<file path="config.mk">
export PLATFORM = sky130hd
export DESIGN_NAME = fetch_unit
export DESIGN_NICKNAME = d
export VERILOG_FILES = /design/src/rtl/fetch_unit_pkg.sv /design/src/rtl/fetch_fifo.sv /design/src/rtl/fetch_unit.sv
export SDC_FILE = /design/constraint.sdc
export NUM_CORES = 1
export LEC_CHECK = 0
export ABC_AREA = 1
export BUFFER_PORTS_ARGS = -buffer_cell sky130_fd_sc_hd__buf_4
export CAP_MARGIN = 40
export CORE_ASPECT_RATIO = 1.75
export CORE_UTILIZATION = 60
export CTS_CLUSTER_SIZE = 24
export DETAILED_ROUTE_END_ITERATION = 8
export PLACE_DENSITY = 0.82
export SETUP_SLACK_MARGIN = 0.15
export SLEW_MARGIN = 0
export SYNTH_ARGS = -nofsm -noshare
export SYNTH_HDL_FRONTEND = slang
export SYNTH_HIERARCHICAL = 1
export SYNTH_SLANG_ARGS = --single-unit
</file>
<file path="constraint.sdc">
create_clock -name clk -period 11.16 [get_ports clk]
set_clock_uncertainty 0.15 [all_clocks]
set_input_delay 0.558 -clock clk [delete_from_list [all_inputs] [get_ports clk]]
set_output_delay 0.558 -clock clk [all_outputs]
set_load 0.02 [all_outputs]
</file>
<file path="src/rtl/fetch_unit_pkg.sv">
// Shared types and constants for the instruction-fetch front end.
package fetch_unit_pkg;

  localparam int unsigned XLEN = 32;
  localparam logic [XLEN-1:0] NOP_INST = 32'h0000_0013;

  typedef enum logic [1:0] {
    BOOT,
    RUN,
    FLUSH
  } fetch_state_t;

  typedef struct packed {
    logic [XLEN-1:0] pc;
    logic [XLEN-1:0] inst;
  } fetch_entry_t;

endpackage

</file>
<file path="src/rtl/fetch_fifo.sv">
// Synchronous circular FIFO of fetch entries; clear wins over push/pop,
// and push into a full FIFO is accepted only alongside a real pop.
module fetch_fifo
  import fetch_unit_pkg::*;
#(
  parameter int unsigned DEPTH = 4,
  localparam int unsigned CW = $clog2(DEPTH + 1)
) (
  input  logic         clk,
  input  logic         reset,
  input  logic         push,
  input  fetch_entry_t push_data,
  input  logic         pop,
  input  logic         clear,
  output fetch_entry_t head,
  output logic [CW-1:0] count,
  output logic         full,
  output logic         empty
);

  localparam int unsigned PW = (DEPTH > 1) ? $clog2(DEPTH) : 1;

  fetch_entry_t  mem [DEPTH];
  logic [PW-1:0] rd_ptr;
  logic [PW-1:0] wr_ptr;
  logic          do_push;
  logic          do_pop;

  function automatic logic [PW-1:0] bump(input logic [PW-1:0] p);
    return (32'(p) == DEPTH - 1) ? '0 : p + PW'(1);
  endfunction

  assign empty   = (count == '0);
  assign full    = (32'(count) == DEPTH);
  assign do_pop  = pop && !empty;
  assign do_push = push && (!full || do_pop);
  assign head    = mem[rd_ptr];

  always_ff @(posedge clk or posedge reset) begin
    if (reset) begin
      rd_ptr <= '0;
      wr_ptr <= '0;
      count  <= '0;
    end else if (clear) begin
      rd_ptr <= '0;
      wr_ptr <= '0;
      count  <= '0;
    end else begin
      if (do_push) wr_ptr <= bump(wr_ptr);
      if (do_pop)  rd_ptr <= bump(rd_ptr);
      count <= count + CW'(do_push) - CW'(do_pop);
    end
  end

  // Storage needs no reset; head is only consumed when the FIFO is non-empty.
  always_ff @(posedge clk) begin
    if (do_push && !clear) mem[wr_ptr] <= push_data;
  end

endmodule

</file>
<file path="src/rtl/fetch_unit.sv">
// Fetch front end: owns the PC, issues in-order imem requests, buffers
// responses in a prefetch FIFO and hands one {pc, inst} per cycle to decode.
module fetch_unit
  import fetch_unit_pkg::*;
#(
  parameter logic [31:0] RESET_PC        = 32'h0000_0000,
  parameter int unsigned FIFO_DEPTH      = 4,
  parameter int unsigned MAX_OUTSTANDING = 2
) (
  input  logic        clk,
  input  logic        reset,
  output logic        imem_req,
  output logic [31:0] imem_addr,
  input  logic        imem_gnt,
  input  logic        imem_rvalid,
  input  logic [31:0] imem_rdata,
  input  logic        stall,
  input  logic        jump_flag,
  input  logic [31:0] jump_target,
  output logic        if_valid,
  output logic [31:0] if_pc,
  output logic [31:0] if_inst
);

  localparam int unsigned OW  = $clog2(MAX_OUTSTANDING + 1);
  localparam int unsigned FCW = $clog2(FIFO_DEPTH + 1);

  fetch_state_t  state, state_next;
  logic [31:0]   fetch_pc, fetch_pc_next;
  logic [31:0]   pc_after_pop;
  logic [OW-1:0] outstanding, outstanding_next;
  logic [OW-1:0] kill_cnt, kill_cnt_next;
  logic          grant;
  logic          keep_resp;
  logic          pop;

  fetch_entry_t   buf_head, buf_in;
  fetch_entry_t   tag_head, tag_in;
  logic [FCW-1:0] buf_count;
  logic           buf_full, buf_empty;
  logic [OW-1:0]  tag_count;
  logic           tag_full, tag_empty;
  logic           unused;

  // Issue only when every in-flight response is guaranteed a buffer slot.
  assign imem_req  = (state == RUN)
                  && (32'(outstanding) < MAX_OUTSTANDING)
                  && ((32'(buf_count) + 32'(outstanding)) < FIFO_DEPTH);
  assign imem_addr = fetch_pc;
  assign grant     = imem_req && imem_gnt;
  assign keep_resp = imem_rvalid && (outstanding != '0) && (kill_cnt == '0) && !jump_flag;

  assign if_valid = !buf_empty;
  assign pop      = if_valid && !stall && !jump_flag;
  assign if_pc    = buf_empty ? pc_after_pop : buf_head.pc;
  assign if_inst  = buf_empty ? NOP_INST : buf_head.inst;

  assign buf_in = '{pc: tag_head.pc, inst: imem_rdata};
  assign tag_in = '{pc: fetch_pc, inst: 32'h0};

  assign unused = ^{buf_full, tag_head.inst, tag_count, tag_full, tag_empty, jump_target[1:0]};

  // Next-state: a jump overrides everything and turns all in-flight requests into kills.
  always_comb begin
    state_next       = state;
    fetch_pc_next    = fetch_pc;
    outstanding_next = outstanding;
    kill_cnt_next    = kill_cnt;

    if (grant) outstanding_next = outstanding_next + OW'(1);
    if (imem_rvalid && (outstanding != '0)) outstanding_next = outstanding_next - OW'(1);

    if (jump_flag) begin
      fetch_pc_next = {jump_target[31:2], 2'b00};
      kill_cnt_next = outstanding_next;
      state_next    = (outstanding_next != '0) ? FLUSH : RUN;
    end else begin
      if (grant) fetch_pc_next = fetch_pc + 32'd4;
      if (imem_rvalid && (kill_cnt != '0)) kill_cnt_next = kill_cnt - OW'(1);
      case (state)
        BOOT:    state_next = RUN;
        FLUSH:   if (kill_cnt == '0) state_next = RUN;
        default: state_next = state;
      endcase
    end
  end

  always_ff @(posedge clk or posedge reset) begin
    if (reset) begin
      state        <= BOOT;
      fetch_pc     <= RESET_PC;
      outstanding  <= '0;
      kill_cnt     <= '0;
      pc_after_pop <= RESET_PC;
    end else begin
      state       <= state_next;
      fetch_pc    <= fetch_pc_next;
      outstanding <= outstanding_next;
      kill_cnt    <= kill_cnt_next;
      if (pop) pc_after_pop <= buf_head.pc + 32'd4;
    end
  end

  fetch_fifo #(.DEPTH(FIFO_DEPTH)) u_prefetch (
    .clk       (clk),
    .reset     (reset),
    .push      (keep_resp),
    .push_data (buf_in),
    .pop       (pop),
    .clear     (jump_flag),
    .head      (buf_head),
    .count     (buf_count),
    .full      (buf_full),
    .empty     (buf_empty)
  );

  // Tags of granted addresses, consumed in order as kept responses arrive.
  fetch_fifo #(.DEPTH(MAX_OUTSTANDING)) u_tags (
    .clk       (clk),
    .reset     (reset),
    .push      (grant && !jump_flag),
    .push_data (tag_in),
    .pop       (keep_resp),
    .clear     (jump_flag),
    .head      (tag_head),
    .count     (tag_count),
    .full      (tag_full),
    .empty     (tag_empty)
  );

`ifndef SYNTHESIS
  rvalid_needs_request: assert property (@(posedge clk) disable iff (reset)
    imem_rvalid |-> (outstanding != '0));
`endif

endmodule
</file>
==> results.json <==
{
  "status": "finished, final reports clean",
  "syn2layout_area_growth_pct": 14.89,
  "diodes": 0,
  "wl_um": 38760,
  "grt_max_degree": 86,
  "globalRouteMet2Util": 0.4919,
  "io_buffers": 163,
  "hold_buffers": 1,
  "drtIter0Drc": 933,
  "grt_pass1_vias": 12460,
  "post-route-period-util": 0.3821,
  "path_clk_slew_ps": 70,
  "drive_gt1_frac": 0.1712,
  "crit_type": "register to primary output",
  "core_area_um2": 29290,
  "slew_headroom": 0.4596,
  "slowest_delay_ps": 860,
  "antenna_found_initial": 0,
  "fin_tns_setup_ps": 0,
  "crit_path_start_kind": "register",
  "drc": 0,
  "synth_cells": 1659,
  "avgSynthCellArea_um2": 10.74,
  "rsz0062_at_grt": "false",
  "utilization": 0.6989,
  "worst_pin_slew_ps": 810.6,
  "cp.required_ps": 10450,
  "cp_cell_sequence": "buf_4 -> o21ai_0 -> o22ai_1 -> inv_1 -> o21ai_0 -> buf_4",
  "clock_path_buffers": 3,
  "final_cell_mix": "nand2_1 (336), edfxtp_1 (320), nor2_1 (218)",
  "tritoncts": "built",
  "ant_nets": 0,
  "first_pass_iters": 7,
  "placed_cell_area_um2": 19320,
  "wire_per_inst_um": 17.49,
  "nNetsFinal": 1891,
  "place_congestion": 0.9614,
  "finalInstanceArea_um2": 20470,
  "power_density_nw_per_um2": 178.5,
  "vias": 12450,
  "cp.arrival_ps": 3560,
  "die_h_um": 230.0,
  "hp-class": "input port to register",
  "worst_ir_drop_vdd_mv": 0.1349,
  "power_mw": 3.654,
  "hpwl_um": 25650,
  "crit_fanout": 68,
  "slowest_stage": "dfrtp_4",
  "hold_violations": 0,
  "rows": 83,
  "io-pin-count": 168,
  "slew_viol_final": 0,
  "cpLargestDelayFamily": "buffers and inverters",
  "routed_via_density": 5.618,
  "globalRouteMet1Util": 0.2942,
  "cts_max_level": 2,
  "die_area_um2": 30410,
  "p_leak_nw": 8.189,
  "cts_resized": 0,
  "setup_viol": 0,
  "clkLatencyLatePin_ps": 520,
  "clock-root-buffer": "clkbuf_16",
  "cts_sinks": 399,
  "netlist_area_um2": 17820,
  "layout_commonest_cell": "nand2_1",
  "grt_pass1_wl_um": 62400,
  "gr-usage-met3": 0.03131,
  "cp-end-kind": "primary output",
  "track_usage": 0.2622,
  "fmax_ghz": 0.2345,
  "yosys_warnings": 6,
  "grt-ovfl-total": 0,
  "cap_violations": 0,
  "cts_inserted_buffers": 35,
  "dieWidth_um": 132.3,
  "busiest_layer": "met2",
  "start_util": 0.6083,
  "postCtsSetupBuffers": 0,
  "cp_num_buf_inv": 3,
  "period_needed_ps": 4265
}
[path summary, 6_finish.rpt]
kind	start	endpoint	slack, ps	cells past startpoint
worst max-delay path	u_prefetch/rd_ptr[0]	if_pc[2]	6900	6
worst min-delay path	imem_rdata[8]	u_prefetch/mem[3][8]	80	1
worst max register to register	u_prefetch/rd_ptr[0]	pc_after_pop[28]	7290	13
worst min register to register	pc_after_pop[10]	pc_after_pop[10]	330	2
max in group asynchronous	reset	pc_after_pop[21]	9220	4
min in group asynchronous	reset	u_tags/count[0]	380	3
[flip-flops by register name, summed over array words and instances (netlist names)]
signal,cells
pc_after_pop,32
u_prefetch/wr_ptr,2
u_tags/rd_ptr,1
imem_addr,30
u_tags/mem,64
outstanding,2
u_prefetch/count,3
u_tags/count,2
state,2
u_tags/wr_ptr,1
kill_cnt,2
u_prefetch/mem,256
u_prefetch/rd_ptr,2
[through the flow]
| stage | setup slack [ps] | cells | hold slack [ps] |
|---|---|---|---|
| 6_report | 6895 | 2216 | 83.61 |
| 5_1_grt | 6742 | 2216 | 68.94 |
| 4_1_cts | 6859 | 2216 | 65.51 |
| 3_5_place_dp | 7403 | 2153 | 315.0 |
| 3_3_place_gp | 7498 | 2147 | 305.3 |
| 2_1_floorplan | 5720 | 1664 | 174.1 |
[where the power goes]
part | internal (mW) | switching (mW) | leakage, nW
logic | 0.249 | 0.420 | 3.78
registers | 1.71 | 0.0776 | 3.86
clock network | 0.678 | 0.518 | 0.542
[final cells by class]
cell class	count	area (um2)
inverter	148	558.0
sequential	399	11590
clock inverter	14	137.6
fill	2100	8817
timing repair buffer	184	1474
clock buffer	48	997.2
tap	382	478.0
multi-input combinational	1041	5234
[routing by layer]
metal | part of all wire | up-vias
li1 | - | 5951
met2 | 0.54 | 413
met3 | 0.052 | 92
met5 | 0 | -
met1 | 0.36 | 5994
met4 | 0.039 | 0
(Power assumes the default switching activity.)
